$ cat src/rtl/udma_tx_prefetch_fifo_pkg.sv
// Shared definitions for the uDMA TX prefetch FIFO.
// Holds the channel state type used by the top and by anything that observes it.
package udma_tx_pkg;

    // Channel states: idle, fetching from L2, or draining after a flush.
    typedef enum logic [1:0] {
        IDLE  = 2'd0,
        FETCH = 2'd1,
        FLUSH = 2'd2
    } tx_pf_state_e;

endpackage

$ cat src/rtl/udma_tx_prefetch_fifo_if.sv
// Handshake bundle of the TX prefetch FIFO.
// The master side is the FIFO; the slave side is the uDMA core plus the peripheral.
interface udma_tx_prefetch_fifo_if #(
    parameter int DATA_WIDTH = 32
) ();

    // L2 read request / response path
    logic                  req_o;
    logic                  gnt_i;
    logic                  valid_i;
    logic [DATA_WIDTH-1:0] data_i;

    // Stream towards the peripheral
    logic [DATA_WIDTH-1:0] dst_data_o;
    logic                  dst_valid_o;
    logic                  dst_ready_i;

    modport master (
        output req_o,
        input  gnt_i,
        input  valid_i,
        input  data_i,
        output dst_data_o,
        output dst_valid_o,
        input  dst_ready_i
    );

    modport slave (
        input  req_o,
        output gnt_i,
        output valid_i,
        output data_i,
        input  dst_data_o,
        input  dst_valid_o,
        output dst_ready_i
    );

endinterface

$ cat src/rtl/udma_tx_fifo_mem.sv
// Storage array of the TX prefetch FIFO.
// One gated write port, one asynchronous read port; cleared on reset and on flush
// so the read port never shows stale words after either event.
module udma_tx_fifo_mem #(
    parameter int DATA_WIDTH = 32,
    parameter int DEPTH      = 8,
    parameter int ADDR_W     = 3
) (
    input  logic                  clk,
    input  logic                  rst_n,
    input  logic                  srst,
    input  logic                  we,
    input  logic [ADDR_W-1:0]     waddr,
    input  logic [DATA_WIDTH-1:0] wdata,
    input  logic [ADDR_W-1:0]     raddr,
    output logic [DATA_WIDTH-1:0] rdata
);

    logic [DATA_WIDTH-1:0] mem_r [DEPTH];

    // Entry storage: cleared on reset/flush, written only when enabled.
    always_ff @(posedge clk or negedge rst_n) begin
        if (!rst_n) begin
            for (int i = 0; i < DEPTH; i++) begin
                mem_r[i] <= {DATA_WIDTH{1'b0}};
            end
        end else if (srst) begin
            for (int i = 0; i < DEPTH; i++) begin
                mem_r[i] <= {DATA_WIDTH{1'b0}};
            end
        end else if (we) begin
            mem_r[waddr] <= wdata;
        end
    end

    assign rdata = mem_r[raddr];

endmodule

$ cat src/rtl/udma_tx_prefetch_fifo_chk.sv
// Protocol and occupancy checks for the TX prefetch FIFO.
module udma_tx_prefetch_fifo_chk #(
    parameter int DEPTH = 8,
    parameter int LOG   = 4
) (
    input logic           clk,
    input logic           rst_n,
    input logic           valid,
    input logic           push,
    input logic [LOG-1:0] cnt,
    input logic [LOG-1:0] outst
);

    localparam logic [LOG-1:0] FULL_L = LOG'(DEPTH);

    // A response must always match a previously granted request.
    a_resp_has_request: assert property (@(posedge clk) disable iff (!rst_n)
        valid |-> (outst != {LOG{1'b0}}));

    // Credit scheme guarantees there is always room for a response.
    a_no_push_when_full: assert property (@(posedge clk) disable iff (!rst_n)
        push |-> (cnt != FULL_L));

    // Stored plus in-flight words never exceed the buffer size.
    a_credit_non_negative: assert property (@(posedge clk) disable iff (!rst_n)
        (int'(cnt) + int'(outst)) <= DEPTH);

endmodule

$ cat src/rtl/udma_tx_prefetch_fifo.sv
// uDMA TX prefetch FIFO.
// Issues L2 read requests only while there is a free slot for every in-flight
// response, stores the returned words and streams them to the peripheral.
module udma_tx_prefetch_fifo
    import udma_tx_pkg::*;
#(
    parameter int DATA_WIDTH   = 32,
    parameter int BUFFER_DEPTH = 8
) (
    input  logic                    clk_i,
    input  logic                    rstn_i,
    input  logic                    en_i,
    input  logic                    clr_i,
    output logic                    busy_o,
    udma_tx_prefetch_fifo_if.master bus
);

    localparam int LOG   = $clog2(BUFFER_DEPTH) + 1;
    localparam int PTR_W = LOG - 1;

    localparam logic [LOG-1:0]   DEPTH_L  = LOG'(BUFFER_DEPTH);
    localparam logic [LOG-1:0]   ZERO_L   = {LOG{1'b0}};
    localparam logic [LOG-1:0]   ONE_L    = LOG'(1);
    localparam logic [PTR_W-1:0] PTR_ZERO = {PTR_W{1'b0}};
    localparam logic [PTR_W-1:0] PTR_ONE  = PTR_W'(1);

    generate
        if ((BUFFER_DEPTH < 2) || ((BUFFER_DEPTH & (BUFFER_DEPTH - 1)) != 0)) begin : g_bad_depth
            $error("udma_tx_prefetch_fifo: BUFFER_DEPTH must be a power of two >= 2");
        end
    endgenerate

    tx_pf_state_e          state_r;
    tx_pf_state_e          state_nxt_s;
    logic [LOG-1:0]        cnt_r;
    logic [LOG-1:0]        cnt_nxt_s;
    logic [LOG-1:0]        outst_r;
    logic [LOG-1:0]        outst_nxt_s;
    logic [LOG-1:0]        credit_s;
    logic [PTR_W-1:0]      wr_ptr_r;
    logic [PTR_W-1:0]      rd_ptr_r;
    logic                  req_s;
    logic                  grant_s;
    logic                  resp_s;
    logic                  push_s;
    logic                  pop_s;
    logic [DATA_WIDTH-1:0] rd_data_s;

    // Credit and handshake qualification; a flush overrides push and pop.
    always_comb begin
        credit_s = DEPTH_L - cnt_r - outst_r;
        req_s    = (state_r == FETCH) && (credit_s != ZERO_L);
        grant_s  = req_s && bus.gnt_i;
        resp_s   = bus.valid_i && (outst_r != ZERO_L);
        push_s   = resp_s && (state_r != FLUSH) && !clr_i;
        pop_s    = (cnt_r != ZERO_L) && bus.dst_ready_i && !clr_i;
    end

    // Next values of the stored-entry and in-flight counters.
    always_comb begin
        outst_nxt_s = outst_r;
        if (grant_s && !resp_s) begin
            outst_nxt_s = outst_r + ONE_L;
        end else if (resp_s && !grant_s) begin
            outst_nxt_s = outst_r - ONE_L;
        end else begin
            outst_nxt_s = outst_r;
        end

        cnt_nxt_s = cnt_r;
        if (clr_i) begin
            cnt_nxt_s = ZERO_L;
        end else if (push_s && !pop_s) begin
            cnt_nxt_s = cnt_r + ONE_L;
        end else if (pop_s && !push_s) begin
            cnt_nxt_s = cnt_r - ONE_L;
        end else begin
            cnt_nxt_s = cnt_r;
        end
    end

    // Channel state: flush wins, and leaves once every in-flight response is drained.
    always_comb begin
        state_nxt_s = state_r;
        if (clr_i) begin
            state_nxt_s = FLUSH;
        end else begin
            case (state_r)
                IDLE:    state_nxt_s = en_i ? FETCH : IDLE;
                FETCH:   state_nxt_s = en_i ? FETCH : IDLE;
                FLUSH:   state_nxt_s = (outst_nxt_s == ZERO_L) ? IDLE : FLUSH;
                default: state_nxt_s = IDLE;
            endcase
        end
    end

    // State, counters and pointers; a flush rewinds the pointers but keeps outst.
    always_ff @(posedge clk_i or negedge rstn_i) begin
        if (!rstn_i) begin
            state_r  <= IDLE;
            cnt_r    <= ZERO_L;
            outst_r  <= ZERO_L;
            wr_ptr_r <= PTR_ZERO;
            rd_ptr_r <= PTR_ZERO;
        end else begin
            state_r <= state_nxt_s;
            cnt_r   <= cnt_nxt_s;
            outst_r <= outst_nxt_s;
            if (clr_i) begin
                wr_ptr_r <= PTR_ZERO;
                rd_ptr_r <= PTR_ZERO;
            end else begin
                if (push_s) begin
                    wr_ptr_r <= wr_ptr_r + PTR_ONE;
                end
                if (pop_s) begin
                    rd_ptr_r <= rd_ptr_r + PTR_ONE;
                end
            end
        end
    end

    udma_tx_fifo_mem #(
        .DATA_WIDTH (DATA_WIDTH),
        .DEPTH      (BUFFER_DEPTH),
        .ADDR_W     (PTR_W)
    ) u_mem (
        .clk   (clk_i),
        .rst_n (rstn_i),
        .srst  (clr_i),
        .we    (push_s),
        .waddr (wr_ptr_r),
        .wdata (bus.data_i),
        .raddr (rd_ptr_r),
        .rdata (rd_data_s)
    );

    udma_tx_prefetch_fifo_chk #(
        .DEPTH (BUFFER_DEPTH),
        .LOG   (LOG)
    ) u_chk (
        .clk   (clk_i),
        .rst_n (rstn_i),
        .valid (bus.valid_i),
        .push  (push_s),
        .cnt   (cnt_r),
        .outst (outst_r)
    );

    assign bus.req_o       = req_s;
    assign bus.dst_valid_o = (cnt_r != ZERO_L);
    assign bus.dst_data_o  = rd_data_s;
    assign busy_o          = (cnt_r != ZERO_L) || (outst_r != ZERO_L) || (state_r == FLUSH);

endmodule

$ cat src/flat_wrapper.sv
// flat-port wrapper written by rule: the top's interface ports become plain ports
module udma_tx_prefetch_fifo_flat import udma_tx_pkg::*;
#(
    parameter int DATA_WIDTH   = 32,
    parameter int BUFFER_DEPTH = 8
)
  (clk_i, rstn_i, en_i, clr_i, busy_o, bus_req_o, bus_gnt_i, bus_valid_i, bus_data_i, bus_dst_data_o, bus_dst_valid_o, bus_dst_ready_i);
  udma_tx_prefetch_fifo_if #(.DATA_WIDTH(DATA_WIDTH)) bus_i ();
  input  logic clk_i;
  input  logic rstn_i;
  input  logic en_i;
  input  logic clr_i;
  output logic busy_o;
  output wire logic [$bits(bus_i.req_o)-1:0] bus_req_o;
  input wire logic [$bits(bus_i.gnt_i)-1:0] bus_gnt_i;
  input wire logic [$bits(bus_i.valid_i)-1:0] bus_valid_i;
  input wire logic [$bits(bus_i.data_i)-1:0] bus_data_i;
  output wire logic [$bits(bus_i.dst_data_o)-1:0] bus_dst_data_o;
  output wire logic [$bits(bus_i.dst_valid_o)-1:0] bus_dst_valid_o;
  input wire logic [$bits(bus_i.dst_ready_i)-1:0] bus_dst_ready_i;
  assign bus_req_o = bus_i.req_o;
  assign bus_i.gnt_i = bus_gnt_i;
  assign bus_i.valid_i = bus_valid_i;
  assign bus_i.data_i = bus_data_i;
  assign bus_dst_data_o = bus_i.dst_data_o;
  assign bus_dst_valid_o = bus_i.dst_valid_o;
  assign bus_i.dst_ready_i = bus_dst_ready_i;
  udma_tx_prefetch_fifo #(.DATA_WIDTH(DATA_WIDTH), .BUFFER_DEPTH(BUFFER_DEPTH)) u_core (.clk_i(clk_i), .rstn_i(rstn_i), .en_i(en_i), .clr_i(clr_i), .busy_o(busy_o), .bus(bus_i));
endmodule
$ cat config.mk
export PLATFORM = sky130hd
export DESIGN_NAME = udma_tx_prefetch_fifo_flat
export DESIGN_NICKNAME = d
export VERILOG_FILES = /design/src/rtl/udma_tx_prefetch_fifo_pkg.sv /design/src/rtl/udma_tx_prefetch_fifo_if.sv /design/src/rtl/udma_tx_fifo_mem.sv /design/src/rtl/udma_tx_prefetch_fifo_chk.sv /design/src/rtl/udma_tx_prefetch_fifo.sv /design/src/flat_wrapper.sv
export SDC_FILE = /design/constraint.sdc
export NUM_CORES = 1
export LEC_CHECK = 0
export CORE_ASPECT_RATIO = 1.75
export CORE_MARGIN = 1.5
export CORE_UTILIZATION = 55
export DETAILED_ROUTE_END_ITERATION = 16
export PLACE_DENSITY = 0.75
export SKIP_CTS_REPAIR_TIMING = 1
export SLEW_MARGIN = 10
export SYNTH_ARGS = -nofsm -noshare
export SYNTH_HDL_FRONTEND = slang
export SYNTH_SLANG_ARGS = --single-unit
$ cat constraint.sdc
create_clock -name clk_i -period 4.1 [get_ports clk_i]
set_clock_uncertainty 0.1 [all_clocks]
set_input_delay 1.23 -clock clk_i [delete_from_list [all_inputs] [get_ports clk_i]]
set_output_delay 1.23 -clock clk_i [all_outputs]
set_load 0.01 [all_outputs]
==> impl_metrics.toml <==
[status]
outcome = "completed"

[synthesis]
synthesis.nets = 1446
avgSynthCellArea_um2 = 9.589
synth_seq_cells = 272
synth.area.top_cells = "dfrtp_1 51%, nand2_1 15%, mux4_2 11%"
synth_top_family_by_area = "simple AND/OR/NAND/NOR gates"
synth_seq_area_share_pct = 50.88
synth_cell_types = 52
synthDominantCellAreaShare_pct = 50.88
synth_cells = 1395
synth-compound-area-share_pct = 11.01
synth-simple-area-share_pct = 17.53
yosys_warnings = 0
ys.flop_type = "dfrtp_1"
yosysMostFrequentCell = "nand2_1"
synth_xor_xnor_area_share_pct = 0.8980
muxShareOfSynthArea_pct = 13.62
synth_edf_count = 0
synth_fa_ha_area_share_pct = 1.235
async_flop_share_pct = 100.0
synth_top_area_cell = "dfrtp_1"
syn_area_um2 = 13380
synth.top_cells.by_count = "522 x nand2_1, 272 x dfrtp_1, 262 x a21oi_1"

[clock_network]
cts_tree = "yes"
clockBufferDepth = 3
numCtsBuffers = 26
root_buffer = "clkbuf_16"
clock_sinks = 272
clkSlewWorstSetupHoldPaths_ns = 0.06
htreeDepth = 1
worstSkewPairLatency_ns = 0.54

[sta]
worst-slew-pin-transition_ns = 1.124
rsz0062_at_grt = "no"
max_slew_margin_pct = 25.05
hold_viol_final = 0
fmax_ghz = 0.2510
period_share_pct = 97.19
setup_viol = 0
hold_ws_ns = 0.4177
slew_viol_final = 0
period_needed_ns = 3.985

[detailed_routing]
drt_iter0_drc = 1038
viasPerCell = 5.951
drt-met1-wl_um = 13720
wl_um = 35470
vias = 10350
drt.antenna.violating_nets = 0
met2WireLength_um = 18300
met3_length_um = 2174
drc = 0
top_layer_used = "met4"
drtPass1Iterations = 7
avgRoutedWirePerCell_um = 20.39

[floorplanning]
start_util_pct = 55.90
ios = 74
dieWidth_um = 120.9
die_area_um2 = 25300
die_y_um = 209.3
core_area_um2 = 23930
floorplan.rows = 75

[place]
portBuffers = 73
place_hpwl_um = 20660
gp_congestion = 0.8329

[setup_path]
critPathKind = "reg -> out"
endpoint_kind = "output pin"
cp.arrival_ns = 2.65
rr_endpoint = "u_core.state_r[1]"
worstSetupStartpointType = "flip-flop"
worst-r2r-cell-count = 10
reg2reg_from = "u_core.outst_r[2]"
crit_fanout = 34
r2r_slack_ns = 1.00
crit_required_ns = 2.77

[final_layout]
n_fill_cell = 1911
area_delta_synth_final_pct = 14.88
post_route_cells_drive_above_1_share_pct = 15.37
fin_nets = 1462

[min_path]
hold_path_end = "u_core.u_mem.mem_r[55]"
hp-start = "u_core.u_mem.mem_r[55]"
min_path_type = "reg -> reg"
hold_depth = 2

[power]
ir_drop_v = 0.0003624
power-per-cell-area_nw_per_um2 = 470.8
p_total_mw = 7.235
p_leak_nw = 6.144

[grt]
grt_usage_pct = 28.84
antenna_found_initial = 1
overflow = 0
first_global_vias = 10690
grt_max_degree = 108
grt_pass1_wl_um = 56900

[job]
cap_violations = 0
[cell usage in the layout, fill, tap and decap left out, types with 2 or more instances in the layout]
cell type / instances
clkbuf_16: 26
a221oi_1: 2
dfrtp_2: 2
clkdlybuf4s50_1: 70
o2111ai_1: 2
nor3b_4: 2
mux2i_1: 2
a21o_1: 3
and3_1: 3
nor2_1: 16
mux2_2: 32
nand3_1: 6
clkbuf_1: 4
dfrtp_1: 269
buf_4: 45
clkbuf_8: 9
xnor2_2: 2
mux4_2: 64
ha_1: 10
bufinv_16: 4
a21oi_1: 262
xor2_1: 5
nand4b_1: 2
xnor2_1: 4
buf_12: 6
clkinv_2: 2
nand2_1: 522
inv_1: 9
nor3_4: 2
nor3b_2: 2
nand3b_1: 3
and2_1: 2
nor4b_4: 2
or4_1: 2
[through the flow]
step	setup TNS, ns	area, um2	utilization (%)	worst slack (ns)	std cells
floorplan	0	13380	-	0.5468	1395
global placement	0	14410	60.21	0.2047	1691
detailed placement	0	14410	60.21	0.1465	1691
CTS	-0.4426	15350	64.17	-0.4426	1739
global route	0	15370	64.22	0.01308	1740
finish	0	15370	64.22	0.1154	1740
[sequential cells by signal, indices dropped and copies added, names as in the netlist]
register,count
u_core.u_mem.mem_r,256
u_core.cnt_r,4
u_core.outst_r,4
u_core.rd_ptr_r,3
u_core.wr_ptr_r,3
u_core.state_r,2
[cells by family (layout without fill, tap and decap cells)]
| family | count (synthesis) | count (layout) |
|---|---|---|
| buffers and inverters | 145 | 181 |
| adder cells (fa/ha/maj) | 12 | 12 |
| other | 0 | 1 |
| AO/OA/AOI/OAI | 279 | 279 |
| AND/OR/NAND/NOR | 577 | 577 |
| flip-flops | 272 | 272 |
| multiplexers | 98 | 98 |
| XOR/XNOR | 12 | 12 |
[per-layer routing]
metal	track usage (%)	up-vias
met2	49.29	402
met4	11.56	0
met3	3.397	83
met5	0	-
met1	37.50	5169
li1	-	4700
[area by class of cell]
cell class	instances	area, um2	share of cell area [%]
sequential	272	6813	44.33
timing repair buffer	124	1192	7.759
clock inverter	10	171.4	1.115
tap	308	385.4	2.508
multi-input combinational	978	5993	39.00
inverter	9	33.78	0.2198
clock buffer	38	775.7	5.048
antenna	1	2.502	0.01628
[power breakdown]
group / leakage [nW] / internal, mW / switching, mW
combinational: 1.90 / 0.788 / 0.950
clock: 0.463 / 1.57 / 1.05
sequential: 3.78 / 2.78 / 0.0937
total: 6.14 / 5.14 / 2.09
[worst max path at each step]
stage	start	to	slack, ns	depth (start not counted)
finish	u_core.rd_ptr_r[0]	bus_dst_data_o[19]	0.12	4
global route	u_core.outst_r[2]	bus_req_o	0.01	8
CTS	u_core.outst_r[1]	bus_req_o	-0.44	9
detailed placement	u_core.outst_r[1]	bus_req_o	0.15	9
global placement	u_core.outst_r[1]	bus_req_o	0.20	9
floorplan	u_core.outst_r[1]	bus_req_o	0.55	8
[worst max-delay path, cell delays in order, from the launching register on]
cell,delay (ns)
dfrtp_4,0.44
buf_12,0.28
mux4_2,0.55
mux2_2,0.32
clkdlybuf4s50_1,0.49
Note: power is estimated with default switching activity, not from simulation.
